===== src/rtl/rd_capture_fifo.sv =====
// rd_capture_fifo: captures one rw_reg read sample per read phase (rw high
// then low) into a small first-word-fall-through FIFO. It also keeps a running
// sum of accepted samples and a saturating count of samples dropped on overflow.
module rd_capture_fifo #(
    parameter int WIDTH = 16,
    parameter int DEPTH = 4,
    parameter int AW    = 2,
    parameter int SUMW  = 20
) (
    input  logic             clk,
    input  logic             rst,
    input  logic             rw,
    input  logic [WIDTH-1:0] read_in,
    input  logic             pop,
    output logic [WIDTH-1:0] dout,
    output logic             valid,
    output logic             full,
    output logic [AW:0]      count,
    output logic [SUMW-1:0]  sum,
    output logic [7:0]       drop_cnt
);

    typedef enum logic [1:0] {HOLD, WPH, SETTLE, CAPT} state_t;

    state_t           state;
    logic [WIDTH-1:0] mem [DEPTH];
    logic [AW-1:0]    wr_ptr;
    logic [AW-1:0]    rd_ptr;
    logic             push;
    logic             pop_ok;
    logic             push_ok;
    logic             drop;

    // The push strobe decodes from registered state only, so rw never reaches an output
    assign push    = (state == CAPT);
    assign pop_ok  = pop && valid;
    // A pop in the same cycle frees a slot, so a push into a full FIFO still lands
    assign push_ok = push && (!full || pop_ok);
    assign drop    = push && full && !pop_ok;

    assign valid = (count != '0);
    assign full  = (count == (AW+1)'(DEPTH));
    assign dout  = valid ? mem[rd_ptr] : '0;

    // Capture sequencer: wait for a write phase, then take one sample per read phase
    always_ff @(posedge clk) begin
        if (rst) begin
            state <= HOLD;
        end else begin
            case (state)
                HOLD:    if (rw) state <= WPH;
                WPH:     if (!rw) state <= SETTLE;
                // rw_reg read output is registered; give it one cycle to settle
                SETTLE:  state <= rw ? WPH : CAPT;
                CAPT:    state <= rw ? WPH : HOLD;
                default: state <= HOLD;
            endcase
        end
    end

    // Storage write; contents are don't-care after reset, so there is no reset here
    always_ff @(posedge clk) begin
        if (push_ok) mem[wr_ptr] <= read_in;
    end

    // Pointers, occupancy, running sum and drop counter
    always_ff @(posedge clk) begin
        if (rst) begin
            wr_ptr   <= '0;
            rd_ptr   <= '0;
            count    <= '0;
            sum      <= '0;
            drop_cnt <= '0;
        end else begin
            if (push_ok) begin
                wr_ptr <= wr_ptr + 1'b1;
                sum    <= sum + SUMW'(read_in);
            end
            if (pop_ok) rd_ptr <= rd_ptr + 1'b1;
            count <= count + (AW+1)'(push_ok) - (AW+1)'(pop_ok);
            if (drop && drop_cnt != 8'hFF) drop_cnt <= drop_cnt + 8'd1;
        end
    end

endmodule


===== config.mk =====
export PLATFORM = sky130hd
export DESIGN_NAME = rd_capture_fifo
export DESIGN_NICKNAME = d
export VERILOG_FILES = /design/src/rtl/rd_capture_fifo.sv
export SDC_FILE = /design/constraint.sdc
export NUM_CORES = 1
export LEC_CHECK = 0
export CAP_MARGIN = 40
export CORE_ASPECT_RATIO = 1.4
export CORE_MARGIN = 3
export CORE_UTILIZATION = 35
export DETAILED_ROUTE_END_ITERATION = 16
export HOLD_SLACK_MARGIN = 0.02
export MAX_ROUTING_LAYER = met4
export PLACE_DENSITY = 0.6
export SYNTH_ARGS = -nofsm -noshare
export SYNTH_HDL_FRONTEND = slang
export SYNTH_SLANG_ARGS = --single-unit
export TNS_END_PERCENT = 5

===== constraint.sdc =====
create_clock -name clk -period 5.7 [get_ports clk]
set_input_delay 1.14 -clock clk [delete_from_list [all_inputs] [get_ports clk]]
set_output_delay 1.14 -clock clk [all_outputs]
set_load 0.01 [all_outputs]

=== Yosys cells after proc, flatten, opt, wreduce, memory -nomap -nowiden ===
Memories as Yosys holds them, arrays and structs flattened. A register that Yosys moved wholly into a read port is not among the register bits.
Index checks and enable logic that the tools add are counted.
W data, S select, Z words.

* Memories kept: 1
* Register bits: 37
* Bits in writable memories: 64

{| class="wikitable"
|+ Memory list
! name !! words !! bits a word !! rd ports !! clocked after Yosys merged registers in !! write ports !! RTL line !! text
|-
| mem || 4 || 16 || 1 || 1 || 1 || 26 || <nowiki>logic [WIDTH-1:0] mem [DEPTH];</nowiki>
|}

* Mux-type cells: 10
* Add/sub/neg operators: 6
* Equal/unequal tests: 7
* Reduce and logical (&&, ||, !) cells: 11

{| class="wikitable"
|+ Operators with widths
! kind !! count
|-
| $add A20 B16 Y20 || 1
|-
| $mux W16 || 1
|-
| $mux W2 || 5
|-
| $add A8 B1 Y8 const B || 1
|-
| $ne A8 B8 Y1 const B || 1
|-
| $pmux W2 S4 || 1
|-
| $logic_and A1 B1 Y1 || 5
|-
| $add A2 B1 Y2 const B || 2
|-
| $eq A2 B2 Y1 const B || 2
|-
| $ne A2 B2 Y1 const B || 2
|-
| $add A3 B1 Y3 || 1
|-
| $eq A3 B3 Y1 const B || 1
|-
| $mux W1 || 3
|-
| $reduce_bool A3 Y1 || 1
|-
| $sub A3 B1 Y3 || 1
|-
| $eq A2 B1 Y1 const B || 1
|-
| $logic_not A1 Y1 || 2
|-
| $logic_not A2 Y1 || 1
|-
| $reduce_and A2 Y1 || 1
|-
| $logic_or A1 B1 Y1 || 1
|}

=== Longest topological paths before layout ===
Gate-level depths: netlist (run 1).

* Word-level depth: 6
* Depth in mapped cells: 11
* Depth with buffers taken out: 10

=== Least setup slack after synthesis (run 1) ===
Ideal clock, no wire load.

* Path kind: input-to-reg
* From: input port read_in[9]
* To: register sum[19]
* Buffers on the path: 1
* Arrival time: 2.825 ns
* Stages: 8
* Path slack: 2.755 ns
* Cells stage by stage: ha_1 clkbuf_2 nand3_1 or3_1 a31oi_4 o211ai_1 a21oi_1 mux2_2

* Cells in the longest elaborated chain, start to end: 1

{| class="wikitable"
|+ RTL lines
! element !! RTL line !! text
|-
| start: declaration || 13 || <nowiki>input logic [WIDTH-1:0] read_in,</nowiki>
|-
| $add A20 B16 Y20 || 77 || <nowiki>sum <= sum + SUMW'(read_in);</nowiki>
|-
| end signal: assignment || 77 ||
|-
| end: declaration || 19 || <nowiki>output logic [SUMW-1:0] sum,</nowiki>
|}

Every way passes these cells.
A chain may end at the register's enable or synchronous reset.

==> results_dict.tcl, run 1 <==
set metrics [dict create \
    status "finished, final reports clean" \
    viasPerCell 5.141 \
    drive_gt1_share_pct 10.43 \
    clk_latency_ps 350 \
    die_y_um 146.2 \
    overflow 0 \
    port_buffers 68 \
    tightest_slew_ps 804.0 \
    critPathRequiredTime_ps 4560 \
    maxCapViolations 0 \
    track_usage_pct 15.06 \
    synth-edff-count 64 \
    rr_worst_depth 8 \
    synth-simple-area-share_pct 13.72 \
    synth_compound_area_share_pct 11.27 \
    antenna_cells 0 \
    path_max_fanout 10 \
    cts_tree "built" \
    cts_num_sinks 103 \
    clkTransAtPathRegs_ps 70 \
    synth_adder_area_share_pct 6.412 \
    max_freq_ghz 0.2685 \
    fin_cells 652 \
    cp.arrival_ps 2580 \
    start_util_pct 36.22 \
    area_growth_pct 23.82 \
    nets 509 \
    htreeDepth 3 \
    drt_wl_total_um 10760 \
    grt_max_degree 38 \
    coreArea_um2 13580 \
    setup_viol 0 \
    min_period_ps 3725 \
    finalMaxSlewViolations 0 \
    synth_cell_types 58 \
    n_fill_cell 1261 \
    max-slew-margin-rel_pct 46.33 \
    ys_seq_elements 103 \
    leakage_nw 2.099 \
    cp-end-kind "output pin" \
    root_buffer "clkbuf_16" \
    ant_nets 0 \
    clock_path_buffers 2 \
    finalSetupTns_ps 0 \
    synth.area.mux_share_pct 8.422 \
    synthArstFlopShare_pct 0 \
    yosys_warnings 0 \
    num_io_pins 69 \
    synthXorXnorAreaFrac_pct 2.850 \
    grt_pass1_vias 3419 \
    wl_per_cell_um 16.50 \
    min_path_type "flip-flop to flip-flop" \
    synth_top_family_by_area "simple AND/OR/NAND/NOR gates" \
    dp.cells 636 \
    drt_iter0_drc 105 \
    hold_violations 0 \
    final_common_cell "clkdlybuf4s50_1" \
    rsz0062_at_grt "no" \
    syn_nets 442 \
    p_per_area_nw_per_um2 321.2 \
    critical_path_class "flip-flop to output pin" \
    num_rows 50 \
    cts_hold_buffers 0 \
    syn-cell-area_um2 4917 \
    final_cell_mix "68 x clkdlybuf4s50_1, 64 x edfxtp_1, 39 x dfxtp_1, 32 x nand2_1, 29 x a21oi_1" \
    min_path_cells 2 \
    place_hpwl_um 8014 \
    multi_input_area_um2 2098 \
    gp_congestion 0.9027 \
    ys_seq_area_share_pct 54.96 \
    die-area_um2 15530 \
    post_cts_buffers 0 \
    drc_errors 0 \
    cts_resized 0 \
    seqCellArea_um2 2703 \
    critPathLaunchType "flip-flop" \
    cts_buffers 9 \
    ir_worst_vdd_mv 0.1808 \
    final.period_utilization_pct 65.34 \
    synth-main-ff-cell "edfxtp_1" \
    dieWidth_um 106.2 \
    dr.pass1.iters 4 \
    vias 3352 \
    skew_ps 6.128 \
    synthCells 398 \
    avgSynthCellArea_um2 12.35 \
    grt_pass1_wl_um 17910 \
    antenna_found_initial 0 \
]
-- state kept, by name, indices dropped and copies added (netlist names), named ones only --
register  count
mem          64
wr_ptr        2
state         2
sum          20
drop_cnt      8
count         3
rd_ptr        2
-- layer usage --
metal | vias up | global-route usage (%) | part of all wire [%]
li1 | 1642 | - | -
met1 | 1634 | 17.10 | 41
met2 | 58 | 25.82 | 53
met3 | 18 | 3.008 | 3.7
met4 | 0 | 6.157 | 2.5
met5 | - | - | 0
-- cell usage after synthesis, drive strengths merged (3+ instances only) --
| master | instances | area (um2) |
|---|---|---|
| clkbuf | 12 | 48.79 |
| nand3 | 11 | 55.05 |
| xnor2 | 10 | 87.58 |
| nor2 | 23 | 86.33 |
| o21a | 7 | 60.05 |
| nand2 | 32 | 120.1 |
| a31oi | 6 | 52.55 |
| nor3 | 8 | 51.30 |
| dfxtp | 39 | 780.8 |
| edfxtp | 64 | 1922 |
| nand3b | 3 | 22.52 |
| nor2b | 7 | 43.79 |
| mux4 | 16 | 360.4 |
| nand4 | 4 | 40.04 |
| a21o | 3 | 22.52 |
| or3 | 5 | 32.53 |
| a211oi | 3 | 22.52 |
| xor2 | 6 | 52.55 |
| inv | 9 | 33.78 |
| mux2 | 3 | 33.78 |
| o21ai | 13 | 65.06 |
| and2 | 20 | 125.1 |
| ha | 22 | 275.3 |
| and3 | 4 | 26.28 |
| o211ai | 3 | 22.52 |
| a21oi | 29 | 145.1 |
| buf | 6 | 33.78 |
-- critical path, stage by stage, from the launching register on --
cell	delay [ps]
dfxtp_1	760
buf_4	320
mux4_2	510
and2_1	160
clkdlybuf4s50_1	470
-- stage by stage --
| stage | utilization [%] | hold WS [ps] | setup WS, ps | power, W | instance area [um2] |
|---|---|---|---|---|---|
| global route | 44.85 | 523.9 | 1786 | 0.002059 | 6088 |
| floorplan | - | 469.2 | 2755 | 0.001159 | 4917 |
| detailed placement | 42.75 | 475.4 | 1842 | 0.001397 | 5803 |
| global placement | 42.41 | 476.1 | 1916 | 0.001394 | 5758 |
| finish | 44.85 | 484.4 | 1975 | 0.001956 | 6088 |
| CTS | 44.85 | 485.5 | 1898 | 0.001985 | 6088 |
-- report_power, final --
group	switching [W]	internal [W]	total (W)
clock network	0.000287	0.000305	0.000592
logic	0.000214	0.000294	0.000508
registers	0.0000433	0.000812	0.000856
-- cells by family after synthesis --
kind of cell / count (synthesis)
AOI/OAI and AO/OA: 81
xor gates and xnor gates: 16
adders and majority gates: 24
buffers and inverters: 27
DFF: 103
muxes: 21
and+or+nand+nor: 126
-- area by class of cell --
cell class	instances	area share, %
multi-input combinational	268	34.46
tap	182	3.740
inverter	9	0.5549
timing repair buffer	74	12.17
sequential	103	44.39
clock inverter	6	0.9248
clock buffer	10	3.761
-- worst paths after layout --
| kind | startpoint | to | slack, ps |
|---|---|---|---|
| max | flip-flop | dout[12] | 1980 |
| min | sum[11] | sum[11] | 480 |
| max reg2reg | sum[0] | sum[18] | 3210 |
| min reg2reg | sum[11] | sum[11] | 480 |
No activity file was read; power rests on OpenSTA's default activity.
==> inputs of run 2 (changes only) <==
==> constraint.sdc (replaced) <==
create_clock -name clk -period 3.8 [get_ports clk]
set_input_delay 0.76 -clock clk [delete_from_list [all_inputs] [get_ports clk]]
set_output_delay 0.76 -clock clk [all_outputs]
set_load 0.01 [all_outputs]
==> results_dict.tcl, run 2 (synthesis results as in run 1) <==
set metrics [dict create \
    max_freq_ghz 0.3393 \
    cp_top_family "buffers and inverters" \
    hold_start "sum[0]" \
    cts_buffers 9 \
    final.period_utilization_pct 77.55 \
    finalSetupTns_ps 0 \
    comb_power_share_pct 27.1 \
    post_cts_buffers 0 \
    max-slew-margin-rel_pct 49.96 \
    cts_hold_buffers 0 \
    regMostFlops "mem" \
    fin_cells 657 \
    min_to "sum[0]" \
    nets 515 \
    clock_path_buffers 2 \
    dp.cells 642 \
    dr.max_layer_used "met4" \
    reg_top3 "mem x64, sum x20, drop_cnt x8" \
    critPathRequiredTime_ps 3040 \
    cts_num_sinks 103 \
    drt_wl_total_um 11130 \
    wl_per_cell_um 16.94 \
    setup_viol 0 \
    root_buffer "clkbuf_16" \
    min_path_cells 2 \
    num_io_pins 69 \
    p_seq_share_pct 42.2 \
    die_y_um 146.2 \
    dr.pass1.iters 4 \
    rsz0062_at_grt "no" \
    r2r_end "count[2]" \
    fin_total_pwr_w 0.002970 \
    coreArea_um2 13580 \
    min_path_type "flip-flop to flip-flop" \
    ant_nets 0 \
    overflow 0 \
    viasPerCell 5.050 \
    crit_chain "buf_4, mux4_2, and2_1, clkdlybuf4s50_1" \
    final_common_cell "clkdlybuf4s50_1" \
    cpMaxStageDelayCell "mux4_2" \
    r2r-start "count[1]" \
    hold_violations 0 \
    start_util_pct 36.22 \
    die-area_um2 15530 \
    antenna_found_initial 0 \
    cp-end-kind "output pin" \
    port_buffers 68 \
    drc_errors 0 \
    cts_tree "built" \
    netSwitchingPower_w 0.0007953 \
    largest_register_ff_count 64 \
    p_per_area_nw_per_um2 484.2 \
    ir_worst_vdd_mv 0.2459 \
    ff2ff_setup_slack_ps 1380 \
    power.clock.fraction_pct 30.7 \
    place_area_um2 5841 \
    slowest_delay_ps 550 \
    leakage_nw 2.131 \
    cts_resized 0 \
    clkTransAtPathRegs_ps 70 \
    status "finished, final reports clean" \
    path_buf_inv 2 \
    critPathLaunchType "flip-flop" \
    maxCapViolations 0 \
    swShare_pct 26.78 \
    cp.arrival_ps 2190 \
    path_max_fanout 16 \
    place_hpwl_um 8345 \
    finalMaxSlewViolations 0 \
    met3_length_um 328 \
    area_growth_pct 24.73 \
    skew_ps 5.615 \
    drt_iter0_drc 121 \
    vias 3318 \
    htreeDepth 3 \
    track_usage_pct 15.30 \
    drive_gt1_share_pct 11.58 \
    critical_path_class "flip-flop to output pin" \
    grt_pass1_vias 3479 \
    grt_max_degree 22 \
    clk_latency_ps 340 \
    wl_met1_um 4511 \
    num_rows 50 \
    final_cell_mix "68 x clkdlybuf4s50_1, 64 x edfxtp_1, 39 x dfxtp_1, 32 x nand2_1, 29 x a21oi_1" \
    tightest_slew_ps 748.2 \
    gp_congestion 0.8513 \
    wl_met2_um 6051 \
    dieWidth_um 106.2 \
    antenna_cells 0 \
    p_int_w 0.002174 \
    finalInstanceArea_um2 6133 \
    min_period_ps 2947 \
    rr_worst_depth 10 \
    grt_pass1_wl_um 18020 \
]
==> run 2: cell count changes in the layout (fill, tap and decap cells not counted), moves of 2 or more <==
cell / previous run / this run
buf_4: 2 / 11
buf_6: 4 / 0
clkinv_4: 3 / 0
inv_6: 0 / 2
inv_8: 2 / 0
==> run 2: tightest hold or removal path, stage by stage, from the launching register on <==
cell     delay, ps
dfxtp_1        330
nand2_1         60
a21oi_1         50
==> run 2: metrics by stage <==
stage / util [%] / setup slack (ps) / hold slack (ps)
2_1_floorplan: - / 1235 / 469.2
3_3_place_gp: 42.91 / 553.1 / 477.2
3_5_place_dp: 43.02 / 483.4 / 477.2
4_1_cts: 45.18 / 804.2 / 486.5
5_1_grt: 45.18 / 686.6 / 518.9
6_report: 45.18 / 853.1 / 485.2
==> run 2: worst max path at each step <==
stage	slack, ps	endpoint	cells past startpoint
final	850	dout[12]	4
after global routing	690	sum[18]	9
after CTS	800	dout[12]	4
after detailed placement	480	sum[18]	9
after global placement	550	sum[18]	9
after floorplan	1230	sum[19]	8
==> run 2: cell type report <==
| type | count | area, um2 |
|---|---|---|
| clock buffer | 9 | 225.2 |
| clock inverter | 6 | 67.56 |
| fill | 1258 | 7442 |
| inverter | 9 | 33.78 |
| multi-input combinational | 268 | 2098 |
| sequential | 103 | 2703 |
| tap | 182 | 227.7 |
| timing repair buffer | 80 | 778.2 |
==> run 2: power groups by stage <==
stage | Clock (W) | Combinational [W] | Sequential [W]
floorplan | 0 | 0.000465 | 0.00127
global placement | 0 | 0.000808 | 0.00129
detailed placement | 0 | 0.000826 | 0.00128
CTS | 0.000939 | 0.000830 | 0.00125
global route | 0.000988 | 0.000877 | 0.00126
finish | 0.000912 | 0.000805 | 0.00125
==> run 2: layer usage <==
| metal | up-vias | global-route usage, % |
|---|---|---|
| met5 | - | - |
| met4 | 0 | 6.870 |
| met3 | 14 | 2.211 |
| met2 | 68 | 27.16 |
| met1 | 1594 | 16.81 |
| li1 | 1642 | - |
==> RTL change (config.mk and constraints of run 2) <==
Register the output `count` once more, with the module's reset; this adds one clock of latency there. The other outputs are not delayed to match.
--- a/src/rtl/rd_capture_fifo.sv
+++ b/src/rtl/rd_capture_fifo.sv
@@ -22,6 +22,8 @@
 
     typedef enum logic [1:0] {HOLD, WPH, SETTLE, CAPT} state_t;
 
+    logic [AW:0] count_s0;
+
     state_t           state;
     logic [WIDTH-1:0] mem [DEPTH];
     logic [AW-1:0]    wr_ptr;
@@ -38,8 +40,8 @@
     assign push_ok = push && (!full || pop_ok);
     assign drop    = push && full && !pop_ok;
 
-    assign valid = (count != '0);
-    assign full  = (count == (AW+1)'(DEPTH));
+    assign valid = (count_s0 != '0);
+    assign full  = (count_s0 == (AW+1)'(DEPTH));
     assign dout  = valid ? mem[rd_ptr] : '0;
 
     // Capture sequencer: wait for a write phase, then take one sample per read phase
@@ -68,7 +70,7 @@
         if (rst) begin
             wr_ptr   <= '0;
             rd_ptr   <= '0;
-            count    <= '0;
+            count_s0 <= '0;
             sum      <= '0;
             drop_cnt <= '0;
         end else begin
@@ -77,8 +79,16 @@
                 sum    <= sum + SUMW'(read_in);
             end
             if (pop_ok) rd_ptr <= rd_ptr + 1'b1;
-            count <= count + (AW+1)'(push_ok) - (AW+1)'(pop_ok);
+            count_s0 <= count_s0 + (AW+1)'(push_ok) - (AW+1)'(pop_ok);
             if (drop && drop_cnt != 8'hFF) drop_cnt <= drop_cnt + 8'd1;
+        end
+    end
+
+    always_ff @(posedge clk) begin
+        if (rst) begin
+            count <= '0;
+        end else begin
+            count <= count_s0;
         end
     end
 
Check against the original RTL: not equivalent (a bounded check fails within 10 cycles, from zero or initial values and one cycle with rst high).
==> RTL change against run 2 <==
Area after synthesis grew 1.7%. Sequential cell count increased by 3. Cell area rose by 1.2%. Count of clock-buffer cells in the layout rose by 1. Total power decreased by 0.53%. Worst setup slack lost 0.18 ns. Wire length is 1.9% lower. Via count grew 1.6%. Die area is 1.6% higher.
==> RTL change: results <==
export IMPL_crit_fanout=5
export IMPL_slowest_stage="clkdlybuf4s50_1"
export IMPL_max_stage_delay_ns=0.49
export IMPL_synth_nets=452
export IMPL_grt_pass1_wl_um=18200
export IMPL_tightest_slew_ns=0.857
export IMPL_gp_congestion=0.833
export IMPL_dr_total_vias=3372
export IMPL_drive_above_1_share=0.108
export IMPL_grt_usage=0.152
export IMPL_netlist_top_cells_area="edfxtp_1 (38%), dfxtp_1 (17%), mux4_2 (7.2%)"
export IMPL_grt_max_degree=28
export IMPL_synthMuxAreaShare=0.0806
export IMPL_irDropWorstVdd_v=0.000247
export IMPL_synthXorXnorAreaFrac=0.0368
export IMPL_crit_family="compound AO/OA/AOI/OAI gates"
export IMPL_num_fill_cells=1305
export IMPL_ys_seq_area_frac=0.553
export IMPL_clock_skew_ns=0.00900
export IMPL_grt_pass1_vias=3475
export IMPL_outcome="complete, no violations"
export IMPL_diodes=0
export IMPL_synth_compound_area_frac=0.0938
export IMPL_synthTopCellsByCount="edfxtp_1 (64), dfxtp_1 (42), nand2_1 (35), a21oi_1 (27), nor2_1 (25)"
export IMPL_post_drt_wl_per_cell_um=16.3
export IMPL_cp_arrival_ns=3.36
export IMPL_synthAdderAreaFrac=0.0631
export IMPL_synth_distinct_cells=52
export IMPL_leakagePower_nw=2.18
export IMPL_hpwl_um=8070
## RTL change: changes by cell type after synthesis, sizes merged, moves of 4 or more
cell    before  now
xnor2       10   15
o21a         7    1
nand2b       0    4
nand3b       3   10
nor3         8    4
a31oi        6    0
## RTL change: metal layers
layer,wire (um),global-route usage,vias up
met2,5720,0.260,77
met1,4620,0.180,1622
li1,-,-,1657
met3,352,0.0275,16
met5,0,-,-
met4,218,0.0531,0
## RTL change: logic make-up (layout without fill, tap and decap cells)
family / after synthesis / after routing
and+or+nand+nor: 136 / 136
DFF: 106 / 106
AOI/OAI and AO/OA: 71 / 71
buffers and inverters: 30 / 105
adders and majority gates: 24 / 24
xor gates and xnor gates: 21 / 21
muxes: 20 / 20
## RTL change: layout make-up
class                           instances  share of cell area
Clock inverter                          6             0.00847
Inverter                               11             0.00665
Sequential cell                       106               0.445
Tap cell                              185              0.0373
Timing Repair Buffer                   78               0.123
Multi-Input combinational cell        272               0.341
Clock buffer                           10              0.0385
## RTL change: final timing paths
check	cells past startpoint	to	slack [ns]	startpoint
hold / removal	2	sum[6]	0.49	sum[6]
hold reg to reg	2	sum[6]	0.49	sum[6]
setup reg to reg	10	count_s0[2]	1.21	count_s0[1]
setup / recovery	9	sum[18]	0.67	read_in[0]
## RTL change: metrics by stage
step                      cell area (um^2)  std cells  power (W)   util  setup WS (ns)
after CTS                             6200        668    0.00300  0.444          0.668
after floorplan                       5000        408    0.00178      -           1.06
after detailed placement              5910        652    0.00212  0.423          0.324
final                                 6200        668    0.00295  0.444          0.674
after global routing                  6200        668    0.00311  0.444          0.490
after global placement                5900        651    0.00211  0.422          0.340
## RTL change: report_power, final
group / internal (W) / switching (W) / leakage (nW)
combinational: 0.000434 / 0.000338 / 1.12
clock: 0.000470 / 0.000416 / 0.142
sequential: 0.00126 / 0.0000404 / 0.916
